--- config.mk ---
export PLATFORM = sky130hd
export DESIGN_NAME = noc_out_pkt_fifo
export DESIGN_NICKNAME = d
export VERILOG_FILES = /design/src/rtl/noc_out_pkt_fifo.sv
export SDC_FILE = /design/constraint.sdc
export NUM_CORES = 1
export LEC_CHECK = 0
export ABC_AREA = 1
export CAP_MARGIN = 40
export CORE_ASPECT_RATIO = 1.4
export CORE_MARGIN = 2
export CORE_UTILIZATION = 45
export DETAILED_ROUTE_END_ITERATION = 12
export SYNTH_ARGS = -nofsm -noshare
export SYNTH_HDL_FRONTEND = slang
export SYNTH_SLANG_ARGS = --single-unit
--- constraint.sdc ---
create_clock -name clk_line -period 2.5 [get_ports clk_line]
set_input_delay 0.375 -clock clk_line [delete_from_list [all_inputs] [get_ports clk_line]]
set_output_delay 0.375 -clock clk_line [all_outputs]
set_load 0.02 [all_outputs]
--- src/rtl/noc_out_pkt_fifo.sv ---
// NoC output packet FIFO: store-and-forward buffer of {TDATA, TLAST} words, with a
// cut-through release mode used when one packet is larger than the whole buffer.
module noc_out_pkt_fifo #(
  parameter int DEPTH  = 16,
  parameter int ADDR_W = $clog2(DEPTH)
) (
  input  logic              clk_line,
  input  logic              clk_line_rst_high,
  input  logic              stream_in_TVALID,
  input  logic [31:0]       stream_in_TDATA,
  input  logic [3:0]        stream_in_TKEEP,
  input  logic              stream_in_TLAST,
  output logic              stream_in_TREADY,
  output logic              stream_out_TVALID,
  output logic [31:0]       stream_out_TDATA,
  output logic [3:0]        stream_out_TKEEP,
  output logic              stream_out_TLAST,
  input  logic              stream_out_TREADY,
  output logic [ADDR_W:0]   fifo_count,
  output logic [ADDR_W:0]   pkt_count,
  output logic              release_mode
);

  localparam logic [ADDR_W:0]   FULL_CNT = (ADDR_W+1)'(DEPTH);
  localparam logic [ADDR_W:0]   CNT_ONE  = (ADDR_W+1)'(1);
  localparam logic [ADDR_W-1:0] PTR_ONE  = ADDR_W'(1);

  logic [32:0]       mem [DEPTH];
  logic [ADDR_W-1:0] wr_ptr;
  logic [ADDR_W-1:0] rd_ptr;
  logic [ADDR_W:0]   count_next;
  logic [ADDR_W:0]   pkt_next;
  logic              release_next;
  logic              wr_en;
  logic              rd_en;
  logic              wr_last;
  logic              rd_last;
  logic              unused_keep;

  // Input keep is not stored; every word on the output is a full 32-bit word.
  assign unused_keep      = ^stream_in_TKEEP;
  assign stream_out_TKEEP = 4'b1111;

  assign stream_in_TREADY  = (fifo_count != FULL_CNT);
  assign stream_out_TVALID = (fifo_count != '0) && ((pkt_count != '0) || release_mode);
  assign {stream_out_TLAST, stream_out_TDATA} = mem[rd_ptr];

  assign wr_en   = stream_in_TVALID && stream_in_TREADY;
  assign rd_en   = stream_out_TVALID && stream_out_TREADY;
  assign wr_last = wr_en && stream_in_TLAST;
  assign rd_last = rd_en && stream_out_TLAST;

  // A full buffer holding no complete packet can only drain by releasing the
  // oversize packet early; leaving release on its TLAST restores store-and-forward.
  always_comb begin
    count_next   = fifo_count;
    pkt_next     = pkt_count;
    release_next = release_mode;
    case ({wr_en, rd_en})
      2'b10:   count_next = fifo_count + CNT_ONE;
      2'b01:   count_next = fifo_count - CNT_ONE;
      default: count_next = fifo_count;
    endcase
    case ({wr_last, rd_last})
      2'b10:   pkt_next = pkt_count + CNT_ONE;
      2'b01:   pkt_next = pkt_count - CNT_ONE;
      default: pkt_next = pkt_count;
    endcase
    if ((count_next == FULL_CNT) && (pkt_next == '0)) begin
      release_next = 1'b1;
    end
    if (rd_last) begin
      release_next = 1'b0;
    end
  end

  always_ff @(posedge clk_line) begin
    if (clk_line_rst_high) begin
      wr_ptr       <= '0;
      rd_ptr       <= '0;
      fifo_count   <= '0;
      pkt_count    <= '0;
      release_mode <= 1'b0;
    end else begin
      if (wr_en) begin
        wr_ptr <= wr_ptr + PTR_ONE;
      end
      if (rd_en) begin
        rd_ptr <= rd_ptr + PTR_ONE;
      end
      fifo_count   <= count_next;
      pkt_count    <= pkt_next;
      release_mode <= release_next;
    end
  end

  always_ff @(posedge clk_line) begin
    if (wr_en) begin
      mem[wr_ptr] <= {stream_in_TLAST, stream_in_TDATA};
    end
  end

endmodule
==> metrics.sh <==
CTS_ROOT_BUFFER='sky130_fd_sc_hd__clkbuf_16'
SLEW_AT_THE_PIN_CLOSEST_TO_ITS_MAX_SLEW_LIMIT_NS=0.590
CLOCK_TREE_FROM_TRITONCTS='built'
DOMINANT_COMBINATIONAL_CELL_FAMILY_BY_AREA_AFTER_SYNTHESIS='compound AO/OA/AOI/OAI gates'
INTERNAL_POWER_uW=18900
FIRST_GLOBAL_VIAS=14600
FINAL_NETS=1904
CP_COMMON_CELL='sky130_fd_sc_hd__clkbuf_16'
FINALINSTANCEAREA_MM2=0.0287
SIMPLE_GATE_PORTION_OF_THE_SYNTHESIZED_AREA_PCT=9.25
GRT_SETUP_UNREPAIRED='yes'
DIE_WIDTH_UM=190
MULTI_INPUT_COMB_AREA_MM2=0.00570
CRITICAL_PATH.MAX_STAGE_DELAY_NS=0.40
FP.DIEH_UM=265
CTS_HTREE_LEVELS=2
SETUP.WORST_PATH.CLASS='flop to output port'
CP_MAX_FO=5
CRITICAL_PATH.CELL_CHAIN='buf_12 > clkbuf_16 > clkbuf_16 > o21ai_2 > o22ai_1 > o211ai_1 > nand2_2 > buf_6'
SYNTH_ASYNC_SR_FLOP_SHARE_PCT=0
VIOLATED_CHECKS='setup timing'
CLOCK_INSERTION_DELAY_WORST_SKEW_NS=0.60
DRV_CAP=0
MAX-VDD-IR-DROP_V=0.000748
DR.PASS1.ITERS=5
AVGROUTEDWIREPERCELL_UM=24.6
SKEW_NS=0.0283
SYNTH_XOR_XNOR_AREA_SHARE_PCT=0.355
FINAL-SETUP-VIOL-COUNT=31
HOLDBUFCOUNTCTS=0
REMAINING_DRC_ERRORS=0
CLOCK_TREE_BUF_DEPTH=3
GRT_MAX_DEGREE=49
CRIT_PATH_END_KIND='output port'
GRTUSAGETOTAL_PCT=23.5
SYNTH.MUX.AREA_FRACTION_PCT=0.0458
DRC_VIOLATION_TOTAL_AFTER_THE_FIRST_TRITONROUTE_ITERATION=1207
CTS.REPORTEDPATHS.CLKPINSLEW_NS=0.06
POSTROUTEWIRELENGTH_MM=62.1
MAXCLOCKFREQUENCY_MHz=368
SYNTH_COMPOUND_AREA_SHARE_PCT=12.3
SYNTH_SEQ_AREA_SHARE_PCT=74.6
ANTENNA_FOUND_INITIAL=2
COMB_POWER_SHARE_PCT=32.3
STD_CELL_ROWS=95
SYNTH.DISTINCT_CELLS=38
MOSTFREQUENTLAYOUTCELLS='sky130_fd_sc_hd__edfxtp_1, sky130_fd_sc_hd__nor2_1, sky130_fd_sc_hd__o21ai_0'
CRIT_PATH_START_KIND='flop'
SYNTH-SEQ-CELLS=551
POWER.DENSITY_mW_PER_MM2=947
SWITCHING_SHARE_OF_POWER_PCT=30.2
CPMAXSTAGEDELAYCELL='sky130_fd_sc_hd__dfxtp_4'
ROUTE.DETAILED.VIAS_PER_INST=5.86
GP_ROUTABILITY_CONGESTION=0.813
WHS_NS=0.437
TOTAL_SWITCHING_POWER_uW=8200
SYNTH_EDF_COUNT=528
PLACE_AREA_MM2=0.0250
TRITONCTS_NUM_SINKS=551
FINALHOLDVIOLCOUNT=0
CLKPWRFRAC_PCT=29.2
CTS_MADE_BUFFERS=50
LAYOUT-DRIVE-GT1-SHARE_PCT=27.9
SYNTHESIZED_AREA_PER_CELL_UM2=13.5
TOTAL_POWER_uW=27100
SYN2LAYOUT_AREA_GROWTH_PCT=31.1
WORST_HOLD_PATH_TYPE='flop to flop'
FINAL_CYCLE_SHARE_PCT=109
WORST-ENDPOINT-REQUIRED_NS=2.12
GRT_FIRST_PASS_WIRELENGTH_MM=88.9
FILLER_CELL_COUNT=3669
POSTROUTEANTENNANETS=0
OUTCOME='finished, violations left'
DOMINANTREGCELLSYNTH='sky130_fd_sc_hd__edfxtp_1'
PERIOD_NEEDED_NS=2.72
SYN_INST=1620
START_UTIL_PCT=45.6
TIMING.CRITICAL_PATH.ARRIVAL_NS=2.34
WORST_SLACK_NS=-0.215
FINAL-MAX-SLEW-VIOLATION-COUNT=0
SYN-CELL-AREA_MM2=0.0219
FP.DIEAREA_MM2=0.0504
WORST_SLEW_MARGIN_REL_PCT=60.5
GR-TOTAL-OVERFLOW=0
FLOORPLAN.CORE_AREA_MM2=0.0480
PORTBUFFERS=82
HPWL_MM=32.0
SYNTHADDERAREAFRAC_PCT=0.572
YOSYS_WARNING_TOTAL=0
SEQUENTIAL_CELL_FRACTION_OF_TOTAL_POWER_PCT=38.5
LAYOUT_COMMONEST_CELL='sky130_fd_sc_hd__edfxtp_1'
PIN_COUNT=91
FINAL-SEQ-AREA_MM2=0.0163
VIAS=14800
P_LEAK_uW=0.00970
-- worst max-delay path: cells and delay by family (launching register included) --
kind,cells,cell delay [ns]
and+or+nand+nor,1,0.16
AOI/OAI and AO/OA,3,0.51
buffers and inverters,4,0.68
DFF,1,0.40
-- final cells by class --
class	instances	area share, %
Clock inverter	35	1.43
Sequential cell	551	57.0
Timing Repair inverter	1	0.0305
Inverter	38	0.576
Tap cell	630	2.75
Multi-Input combinational cell	919	19.9
Clock buffer	57	4.45
Timing Repair Buffer	292	13.9
Antenna cell	2	0.0175
-- cell usage after synthesis, types with 3 or more instances --
master | n | area share [%]
sky130_fd_sc_hd__nand3_4 | 3 | 0.24
sky130_fd_sc_hd__buf_2 | 10 | 0.23
sky130_fd_sc_hd__o21ai_1 | 13 | 0.30
sky130_fd_sc_hd__xnor2_1 | 4 | 0.16
sky130_fd_sc_hd__a21oi_1 | 12 | 0.27
sky130_fd_sc_hd__inv_1 | 30 | 0.51
sky130_fd_sc_hd__edfxtp_1 | 528 | 72
sky130_fd_sc_hd__clkbuf_1 | 91 | 1.6
sky130_fd_sc_hd__o211ai_1 | 30 | 1.0
sky130_fd_sc_hd__ha_1 | 10 | 0.57
sky130_fd_sc_hd__nand3b_1 | 3 | 0.10
sky130_fd_sc_hd__nand3_1 | 48 | 1.1
sky130_fd_sc_hd__xor2_1 | 3 | 0.12
sky130_fd_sc_hd__dfxtp_1 | 23 | 2.1
sky130_fd_sc_hd__buf_1 | 8 | 0.14
sky130_fd_sc_hd__nor2_1 | 295 | 5.1
sky130_fd_sc_hd__o21ai_0 | 258 | 5.9
sky130_fd_sc_hd__inv_2 | 6 | 0.10
sky130_fd_sc_hd__nand2_4 | 3 | 0.15
sky130_fd_sc_hd__nand3_2 | 10 | 0.46
sky130_fd_sc_hd__nand2_2 | 9 | 0.26
sky130_fd_sc_hd__buf_4 | 4 | 0.14
sky130_fd_sc_hd__o221ai_1 | 99 | 4.0
sky130_fd_sc_hd__nand2_1 | 73 | 1.3
sky130_fd_sc_hd__o22ai_1 | 29 | 0.83
-- repair_timing --
action | in CTS | in global routing
cloned | 16 | 18
pin swaps | 59 | 97
setup buffers | 18 | 18
resized for setup | 296 | 251
endpoints found under the setup margin | 34 | 37
-- flip-flops by register name, indices dropped and copies added (netlist names), named ones only --
register and flops:
rd_ptr 4, mem 528, fifo_count 5, wr_ptr 4
pkt_count 5, release_mode 1
-- stage by stage --
step / setup WS, ns / std cells / TNS (ns) / util [%]
finish: -0.215 / 2525 / -3.01 / 59.7
global route: -0.288 / 2525 / -5.66 / 59.7
CTS: -0.185 / 2492 / -3.03 / 57.4
detailed placement: -0.491 / 2367 / -1.13 / 52.0
global placement: -0.434 / 2367 / -0.721 / 52.0
floorplan: -0.270 / 1623 / -111.80 / -
-- power by group through the flow --
stage               combinational [uW]  clock (uW)  sequential, uW
CTS                               7510        8000           10400
global placement                  6200           0           10600
global route                      9320        8360           10500
floorplan                         3250           0           10700
finish                            8770        7910           10500
detailed placement                6300           0           10600
-- kinds of logic (layout without fill, tap and decap cells) --
logic type | Yosys count | count (layout)
DFF | 551 | 551
buffers and inverters | 153 | 423
and+or+nand+nor | 454 | 454
muxes | 1 | 1
other | 1 | 6
adders and majority gates | 10 | 10
xor gates and xnor gates | 8 | 8
AOI/OAI and AO/OA | 442 | 442
-- layer usage --
layer / vias up / track usage, % / share of wire (%)
li1: 6593 / - / -
met1: 7516 / 30.0 / 39
met2: 544 / 40.7 / 51
met3: 138 / 3.12 / 5.6
met4: 0 / 8.69 / 4.2
met5: - / 0 / 0
-- final timing paths --
check,startpoint,end,slack (ns),cells past startpoint
worst max-delay path,flop,stream_out_TDATA[3],-0.22,8
worst max register to register,fifo_count[1]$_SDFF_PP0_,release_mode$_SDFFE_PP0P_,-0.06,20
worst min register to register,rd_ptr[3]$_SDFFE_PP0N_,flop,0.44,1
worst min-delay path,rd_ptr[3]$_SDFFE_PP0N_,flop,0.44,1
Note: power is estimated with default switching activity, not from simulation.
